File: src/rtl/cpu_defs.sv
// Shared definitions for the hardwired control sequencer:
// state codes, bus source codes, opcodes, ALU operations and IR field positions.
package cpu_defs;

  localparam int unsigned STATE_W = 4;
  localparam int unsigned WAIT_W  = 4;

  typedef logic [STATE_W-1:0] state_t;

  localparam state_t ST_IDLE = 4'd0;
  localparam state_t ST_T0   = 4'd1;
  localparam state_t ST_T1   = 4'd2;
  localparam state_t ST_T2   = 4'd3;
  localparam state_t ST_T3   = 4'd4;
  localparam state_t ST_T4   = 4'd5;
  localparam state_t ST_T5   = 4'd6;
  localparam state_t ST_T6   = 4'd7;
  localparam state_t ST_HALT = 4'd8;

  // Bus sources; 0xxxx selects GP[xxxx]
  localparam logic [4:0] BUS_ZHI = 5'b10010;
  localparam logic [4:0] BUS_ZLO = 5'b10011;
  localparam logic [4:0] BUS_PC  = 5'b10100;
  localparam logic [4:0] BUS_MDR = 5'b10101;

  localparam logic [4:0] OP_ADD  = 5'b00011;
  localparam logic [4:0] OP_SUB  = 5'b00100;
  localparam logic [4:0] OP_AND  = 5'b00101;
  localparam logic [4:0] OP_OR   = 5'b00110;
  localparam logic [4:0] OP_ROR  = 5'b00111;
  localparam logic [4:0] OP_ROL  = 5'b01000;
  localparam logic [4:0] OP_SHR  = 5'b01001;
  localparam logic [4:0] OP_SHRA = 5'b01010;
  localparam logic [4:0] OP_SHL  = 5'b01011;
  localparam logic [4:0] OP_MUL  = 5'b01111;
  localparam logic [4:0] OP_DIV  = 5'b10000;

  localparam logic [3:0] ALU_NOP  = 4'b0000;
  localparam logic [3:0] ALU_ADD  = 4'b0001;
  localparam logic [3:0] ALU_SUB  = 4'b0010;
  localparam logic [3:0] ALU_AND  = 4'b0011;
  localparam logic [3:0] ALU_OR   = 4'b0100;
  localparam logic [3:0] ALU_SHR  = 4'b0101;
  localparam logic [3:0] ALU_SHRA = 4'b0110;
  localparam logic [3:0] ALU_SHL  = 4'b0111;
  localparam logic [3:0] ALU_ROL  = 4'b1001;
  localparam logic [3:0] ALU_ROR  = 4'b1010;
  localparam logic [3:0] ALU_MUL  = 4'b1011;
  localparam logic [3:0] ALU_DIV  = 4'b1100;

  localparam int unsigned OP_MSB = 31;
  localparam int unsigned OP_LSB = 27;
  localparam int unsigned RA_MSB = 26;
  localparam int unsigned RA_LSB = 23;
  localparam int unsigned RB_MSB = 22;
  localparam int unsigned RB_LSB = 19;
  localparam int unsigned RC_MSB = 18;
  localparam int unsigned RC_LSB = 15;

  typedef enum logic [1:0] {
    CLS_RRR     = 2'd0,
    CLS_MULDIV  = 2'd1,
    CLS_ILLEGAL = 2'd2
  } op_class_e;

  typedef struct packed {
    logic [3:0] alu_op;
    op_class_e  cls;
  } decode_t;

endpackage

File: src/rtl/instr_decode.sv
// Combinational opcode decoder: maps the 5-bit opcode to an ALU operation and an instruction class.
module instr_decode
  import cpu_defs::*;
(
  input  logic [4:0] i_op,
  output decode_t    o_dec_c
);

  always_comb begin
    o_dec_c.alu_op = ALU_NOP;
    o_dec_c.cls    = CLS_ILLEGAL;
    case (i_op)
      OP_ADD:  begin o_dec_c.alu_op = ALU_ADD;  o_dec_c.cls = CLS_RRR;    end
      OP_SUB:  begin o_dec_c.alu_op = ALU_SUB;  o_dec_c.cls = CLS_RRR;    end
      OP_AND:  begin o_dec_c.alu_op = ALU_AND;  o_dec_c.cls = CLS_RRR;    end
      OP_OR:   begin o_dec_c.alu_op = ALU_OR;   o_dec_c.cls = CLS_RRR;    end
      OP_ROR:  begin o_dec_c.alu_op = ALU_ROR;  o_dec_c.cls = CLS_RRR;    end
      OP_ROL:  begin o_dec_c.alu_op = ALU_ROL;  o_dec_c.cls = CLS_RRR;    end
      OP_SHR:  begin o_dec_c.alu_op = ALU_SHR;  o_dec_c.cls = CLS_RRR;    end
      OP_SHRA: begin o_dec_c.alu_op = ALU_SHRA; o_dec_c.cls = CLS_RRR;    end
      OP_SHL:  begin o_dec_c.alu_op = ALU_SHL;  o_dec_c.cls = CLS_RRR;    end
      OP_MUL:  begin o_dec_c.alu_op = ALU_MUL;  o_dec_c.cls = CLS_MULDIV; end
      OP_DIV:  begin o_dec_c.alu_op = ALU_DIV;  o_dec_c.cls = CLS_MULDIV; end
      default: ;
    endcase
  end

endmodule

File: src/rtl/control_sequencer.sv
// Hardwired control unit: fetches in T0-T2, executes register-register ALU and MUL/DIV in T3-T6.
// Control outputs are a Moore decode of the state register plus IR register fields.
module control_sequencer
  import cpu_defs::*;
#(
  parameter int unsigned MEM_WAIT        = 0,
  parameter bit          HALT_ON_ILLEGAL = 1'b1
) (
  input  logic        clock,
  input  logic        clear,
  input  logic        run,
  input  logic [31:0] ir_in,
  output logic [4:0]  BusDataSelect,
  output logic [3:0]  GP_addr,
  output logic [3:0]  ALU_op,
  output logic        e_PC,
  output logic        e_IR,
  output logic        e_Y,
  output logic        e_Z,
  output logic        e_HI,
  output logic        e_LO,
  output logic        e_MDR,
  output logic        e_MAR,
  output logic        e_GP,
  output logic        incPC,
  output logic        MDR_read,
  output logic [3:0]  state_out,
  output logic        done,
  output logic        illegal
);

  state_t            r_state;
  state_t            w_next;
  logic [WAIT_W-1:0] r_wait;
  logic              r_illegal;
  op_class_e         r_cls;
  decode_t           w_dec;
  logic [3:0]        w_ra;
  logic [3:0]        w_rb;
  logic [3:0]        w_rc;
  logic              w_unused_ir;

  assign w_ra        = ir_in[RA_MSB:RA_LSB];
  assign w_rb        = ir_in[RB_MSB:RB_LSB];
  assign w_rc        = ir_in[RC_MSB:RC_LSB];
  assign w_unused_ir = ^ir_in[RC_LSB-1:0];

  instr_decode u_decode (
    .i_op    (ir_in[OP_MSB:OP_LSB]),
    .o_dec_c (w_dec)
  );

  // State, T1 wait counter, latched instruction class and sticky illegal flag
  always_ff @(posedge clock) begin
    if (clear) begin
      r_state   <= ST_IDLE;
      r_wait    <= '0;
      r_illegal <= 1'b0;
      r_cls     <= CLS_RRR;
    end else begin
      r_state <= w_next;
      if (r_state == ST_T1 && w_next == ST_T1) r_wait <= r_wait + WAIT_W'(1);
      else                                     r_wait <= '0;
      if (r_state == ST_T3) begin
        r_cls <= w_dec.cls;
        if (w_dec.cls == CLS_ILLEGAL) r_illegal <= 1'b1;
      end
    end
  end

  assign state_out = r_state;
  assign illegal   = r_illegal;

  // Next-state and control-word decode
  always_comb begin
    w_next        = r_state;
    BusDataSelect = 5'b00000;
    GP_addr       = 4'd0;
    ALU_op        = ALU_NOP;
    e_PC          = 1'b0;
    e_IR          = 1'b0;
    e_Y           = 1'b0;
    e_Z           = 1'b0;
    e_HI          = 1'b0;
    e_LO          = 1'b0;
    e_MDR         = 1'b0;
    e_MAR         = 1'b0;
    e_GP          = 1'b0;
    incPC         = 1'b0;
    MDR_read      = 1'b0;
    done          = 1'b0;
    case (r_state)
      ST_IDLE: if (run) w_next = ST_T0;
      ST_T0: begin
        BusDataSelect = BUS_PC;
        e_MAR         = 1'b1;
        incPC         = 1'b1;
        e_Z           = 1'b1;
        w_next        = ST_T1;
      end
      ST_T1: begin
        BusDataSelect = BUS_ZLO;
        e_PC          = 1'b1;
        MDR_read      = 1'b1;
        e_MDR         = 1'b1;
        if (r_wait == WAIT_W'(MEM_WAIT)) w_next = ST_T2;
      end
      ST_T2: begin
        BusDataSelect = BUS_MDR;
        e_IR          = 1'b1;
        w_next        = ST_T3;
      end
      ST_T3: begin
        // MUL/DIV latch Ra first so Rb can follow straight into the ALU
        BusDataSelect = (w_dec.cls == CLS_MULDIV) ? {1'b0, w_ra} : {1'b0, w_rb};
        e_Y           = 1'b1;
        if (w_dec.cls == CLS_ILLEGAL) w_next = HALT_ON_ILLEGAL ? ST_HALT : ST_IDLE;
        else                          w_next = ST_T4;
      end
      ST_T4: begin
        BusDataSelect = (r_cls == CLS_MULDIV) ? {1'b0, w_rb} : {1'b0, w_rc};
        ALU_op        = w_dec.alu_op;
        e_Z           = 1'b1;
        w_next        = ST_T5;
      end
      ST_T5: begin
        BusDataSelect = BUS_ZLO;
        if (r_cls == CLS_MULDIV) begin
          e_LO   = 1'b1;
          w_next = ST_T6;
        end else begin
          GP_addr = w_ra;
          e_GP    = 1'b1;
          done    = 1'b1;
          w_next  = run ? ST_T0 : ST_IDLE;
        end
      end
      ST_T6: begin
        BusDataSelect = BUS_ZHI;
        e_HI          = 1'b1;
        done          = 1'b1;
        w_next        = run ? ST_T0 : ST_IDLE;
      end
      ST_HALT: w_next = ST_HALT;
      default: w_next = ST_IDLE;
    endcase
  end

endmodule

File: config.mk
export PLATFORM = sky130hd
export DESIGN_NAME = control_sequencer
export DESIGN_NICKNAME = d
export VERILOG_FILES = /design/src/rtl/cpu_defs.sv /design/src/rtl/instr_decode.sv /design/src/rtl/control_sequencer.sv
export SDC_FILE = /design/constraint.sdc
export NUM_CORES = 1
export LEC_CHECK = 0
export CORE_ASPECT_RATIO = 1.2
export CORE_UTILIZATION = 55
export CTS_CLUSTER_DIAMETER = 200
export DETAILED_ROUTE_END_ITERATION = 8
export DONT_BUFFER_PORTS = 1
export GPL_TIMING_DRIVEN = 0
export PLACE_DENSITY = 0.72
export SLEW_MARGIN = 20
export SYNTH_ARGS = -nofsm -noshare
export SYNTH_HDL_FRONTEND = slang
export SYNTH_SLANG_ARGS = --single-unit
File: constraint.sdc
create_clock -name clock -period 3.68 [get_ports clock]
set_input_delay 1.104 -clock clock [delete_from_list [all_inputs] [get_ports clock]]
set_output_delay 1.104 -clock clock [all_outputs]
set_load 0.005 [all_outputs]
==> flow_summary_export.csv <==
group,metric,value,unit
run_status,status,"finished clean",
sta,finalCritPeriodShare,97.6,%
setup_path,end_kind,"primary output",
floorplan,fp.dieH,49.3,µm
logic_synthesis,ys_ff_latch,11,
sta,clock_skew,1.26,ps
route,ant_nets,0,
cts,postCtsSetupBuffers,0,
sta,max_slew.worst_pin.slew,667,ps
route,wl_per_cell,14.7,µm
sta,period_minus_slack,3590,ps
hold_path,hold_class,"flop to flop",
final_layout,mostFrequentLayoutCells,"nor2_1 (14), dfxtp_1 (11), nand2b_1 (10), a21oi_1 (10), nor3_1 (9)",
floorplan,die_w,41.4,µm
logic_synthesis,netlist_instances,134,
place,io_buffer_count,0,
cts,cts_resized,0,
logic_synthesis,syn_nets,171,
sta,slew_headroom,55.2,%
final_layout,final_common_cell,"nor2_1",
logic_synthesis,syn_area,1030,µm²
flow_run,cap_violations,0,
floorplan,ios,65,
route,drt_iter0_drc,23,
grt,grtUsageTotal,22.9,%
power_and_ir_drop,peakVddDrop,0.000262,V
floorplan,die_area,2040,µm²
route,vias,996,
floorplan,rows,16,
sta,final-setup-viol-count,0,
place,place.gp.congestion,0.813,
setup_path,crit_end,"BusDataSelect[2]",
logic_synthesis,postSynthAreaPerCell,7.66,µm²
grt,antenna_found_initial,0,
grt,grt_pass1_vias,878,
setup_path,startpoint,"ir_in[31]",
grt,grt_max_degree,11,
cts,cts_tree,"built",
logic_synthesis,synth_cell_types,43,
sta,setup_ws,89.0,ps
sta,fin_tns_setup,0,ps
floorplan,core,1680,µm²
setup_path,start_kind,"primary input",
sta,slew_viol_final,0,
route,totalWireLength,2290,µm
grt,grt_pass1_wl,3860,µm
sta,hold_viol_final,0,
route,firstDrtPassIters,4,
setup_path,cp.required,2580,ps
cts,cts.clk_slew.worst_paths,70,ps
logic_synthesis,netlist.area_leader.share,21.5,%
setup_path,worstReg2RegEnd,"r_cls[1]",
grt,grt-ovfl-total,0,
logic_synthesis,synth_area_leader_cell,"dfxtp_1",
power_and_ir_drop,p_per_area,279,nW/µm²
route,vias_per_cell,6.38,
cts,holdBufCountCts,0,
cts,cts_sinks,11,
cts,cts_max_path_buffers,2,
sta,fmax,278,MHz
power_and_ir_drop,p_leak,0.383,nW
setup_path,reg2reg_from,"state_out[2]",
logic_synthesis,synthTopCellsByArea,"dfxtp_1 (21%), nand2b_1 (6.1%), nor2_1 (5.1%), a21oi_1 (4.9%), nor3_1 (4.4%)",
setup_path,path_max_fanout,10,
final_layout,num_antenna_cells,0,
setup_path,reg2regPathDepth,5,
place,preCtsSetupSlack,87.7,ps
sta,rsz0062_at_grt,"false",
logic_synthesis,yosys_warnings,0,
setup_path,r2r_slack,1900,ps
setup_path,cp.arrival,2490,ps
cts,htree_num_levels,1,
place,dpl.hpwl,1790,µm
cts,clock_latency,270,ps
route,drcViolationCount,0,
floorplan,initial_utilization,61.0,%
final_layout,syn2layout_area_growth,4.76,%
final_layout,fin_nets,176,
final_layout,drive_above_1_share,15.9,%
cts,cts_buffers,3,
cts,clockRootBuffer,"clkbuf_4",
final_layout,fill_cells,165,
setup_path,critPathKind,"primary input to primary output",
logic_synthesis,synth.yosys.seq_area_share,21.5,%
metrics by stage:
stage | hold WS, ps | utilization (%) | cells | cell area, µm² | power [mW]
after floorplan | 452 | - | 134 | 1030 | 0.208
after global placement | 473 | 62.4 | 152 | 1050 | 0.221
after detailed placement | 486 | 62.4 | 152 | 1050 | 0.222
after CTS | 493 | 63.9 | 156 | 1070 | 0.303
after global routing | 522 | 63.9 | 156 | 1070 | 0.319
final | 490 | 63.9 | 156 | 1070 | 0.300
Yosys cell counts, drive strengths merged:
master / n
o311ai: 1
o21ba: 2
or4b: 1
nor3b: 2
dfxtp: 11
a2111oi: 1
o21ai: 3
nand2: 5
and2: 4
a22oi: 1
a311o: 1
nor3: 10
inv: 6
or2: 1
o21a: 3
clkbuf: 1
o31a: 1
nand3b: 1
o32ai: 1
or3: 3
nor4: 4
mux2i: 3
a32oi: 1
xor2: 2
a21oi: 11
ha: 2
nor2b: 4
a32o: 1
and4b: 1
nand3: 4
xnor2: 2
nor2: 14
buf: 9
o221ai: 1
nand2b: 10
a211oi: 3
mux2: 3
kinds of logic (layout without fill, tap and decap cells):
group,after synthesis,in the layout,share of synthesized area (%)
AO/OA/AOI/OAI,31,31,23.4
multiplexers,6,6,6.22
AND/OR/NAND/NOR,64,64,34.6
adder cells (fa/ha/maj),2,2,2.44
flip-flops,11,11,21.5
buffers and inverters,16,20,8.41
XOR/XNOR,4,4,3.42
critical path: stages:
cell and delay, ps:
buf_2 180, and4b_1 240, a32oi_2 360, mux2_2 380, a32o_1 220
state kept, by name, summed over array words and instances, names as in the netlist:
register	cells
illegal	1
r_wait	4
state_out	4
r_cls	2
where the power goes:
group	switching (mW)	leakage (nW)	total [mW]	internal [mW]
Clock	0.0390	0.0150	0.0810	0.0420
Sequential	0.00743	0.0891	0.131	0.124
Combinational	0.0492	0.279	0.0880	0.0388
how the worst min path moves through the flow:
stage | end | depth (start not counted) | slack [ps] | start
after floorplan | r_wait[0] | 1 | 450 | r_wait[0]
after global placement | r_wait[0] | 1 | 470 | r_wait[0]
after detailed placement | r_wait[0] | 1 | 490 | r_wait[0]
after CTS | r_wait[0] | 1 | 490 | r_wait[0]
after global routing | r_wait[0] | 1 | 520 | r_wait[0]
final | r_wait[0] | 1 | 490 | r_wait[0]
cell type report:
type	count	area, µm²	area share (%)
Multi-Input combinational cell	107	719	66.9
Sequential cell	11	220	20.5
Buffer	10	63.8	5.94
Clock buffer	4	26.3	2.44
Inverter	6	22.5	2.10
Tap cell	18	22.5	2.10
layer usage:
metal	up-vias	routed length, µm	GRT usage [%]
li1	488	-	-
met1	456	959	30.6
met2	48	1100	37.5
met3	4	202	3.70
met4	0	21	6.99
met5	-	0	0
(Power assumes the default switching activity.)
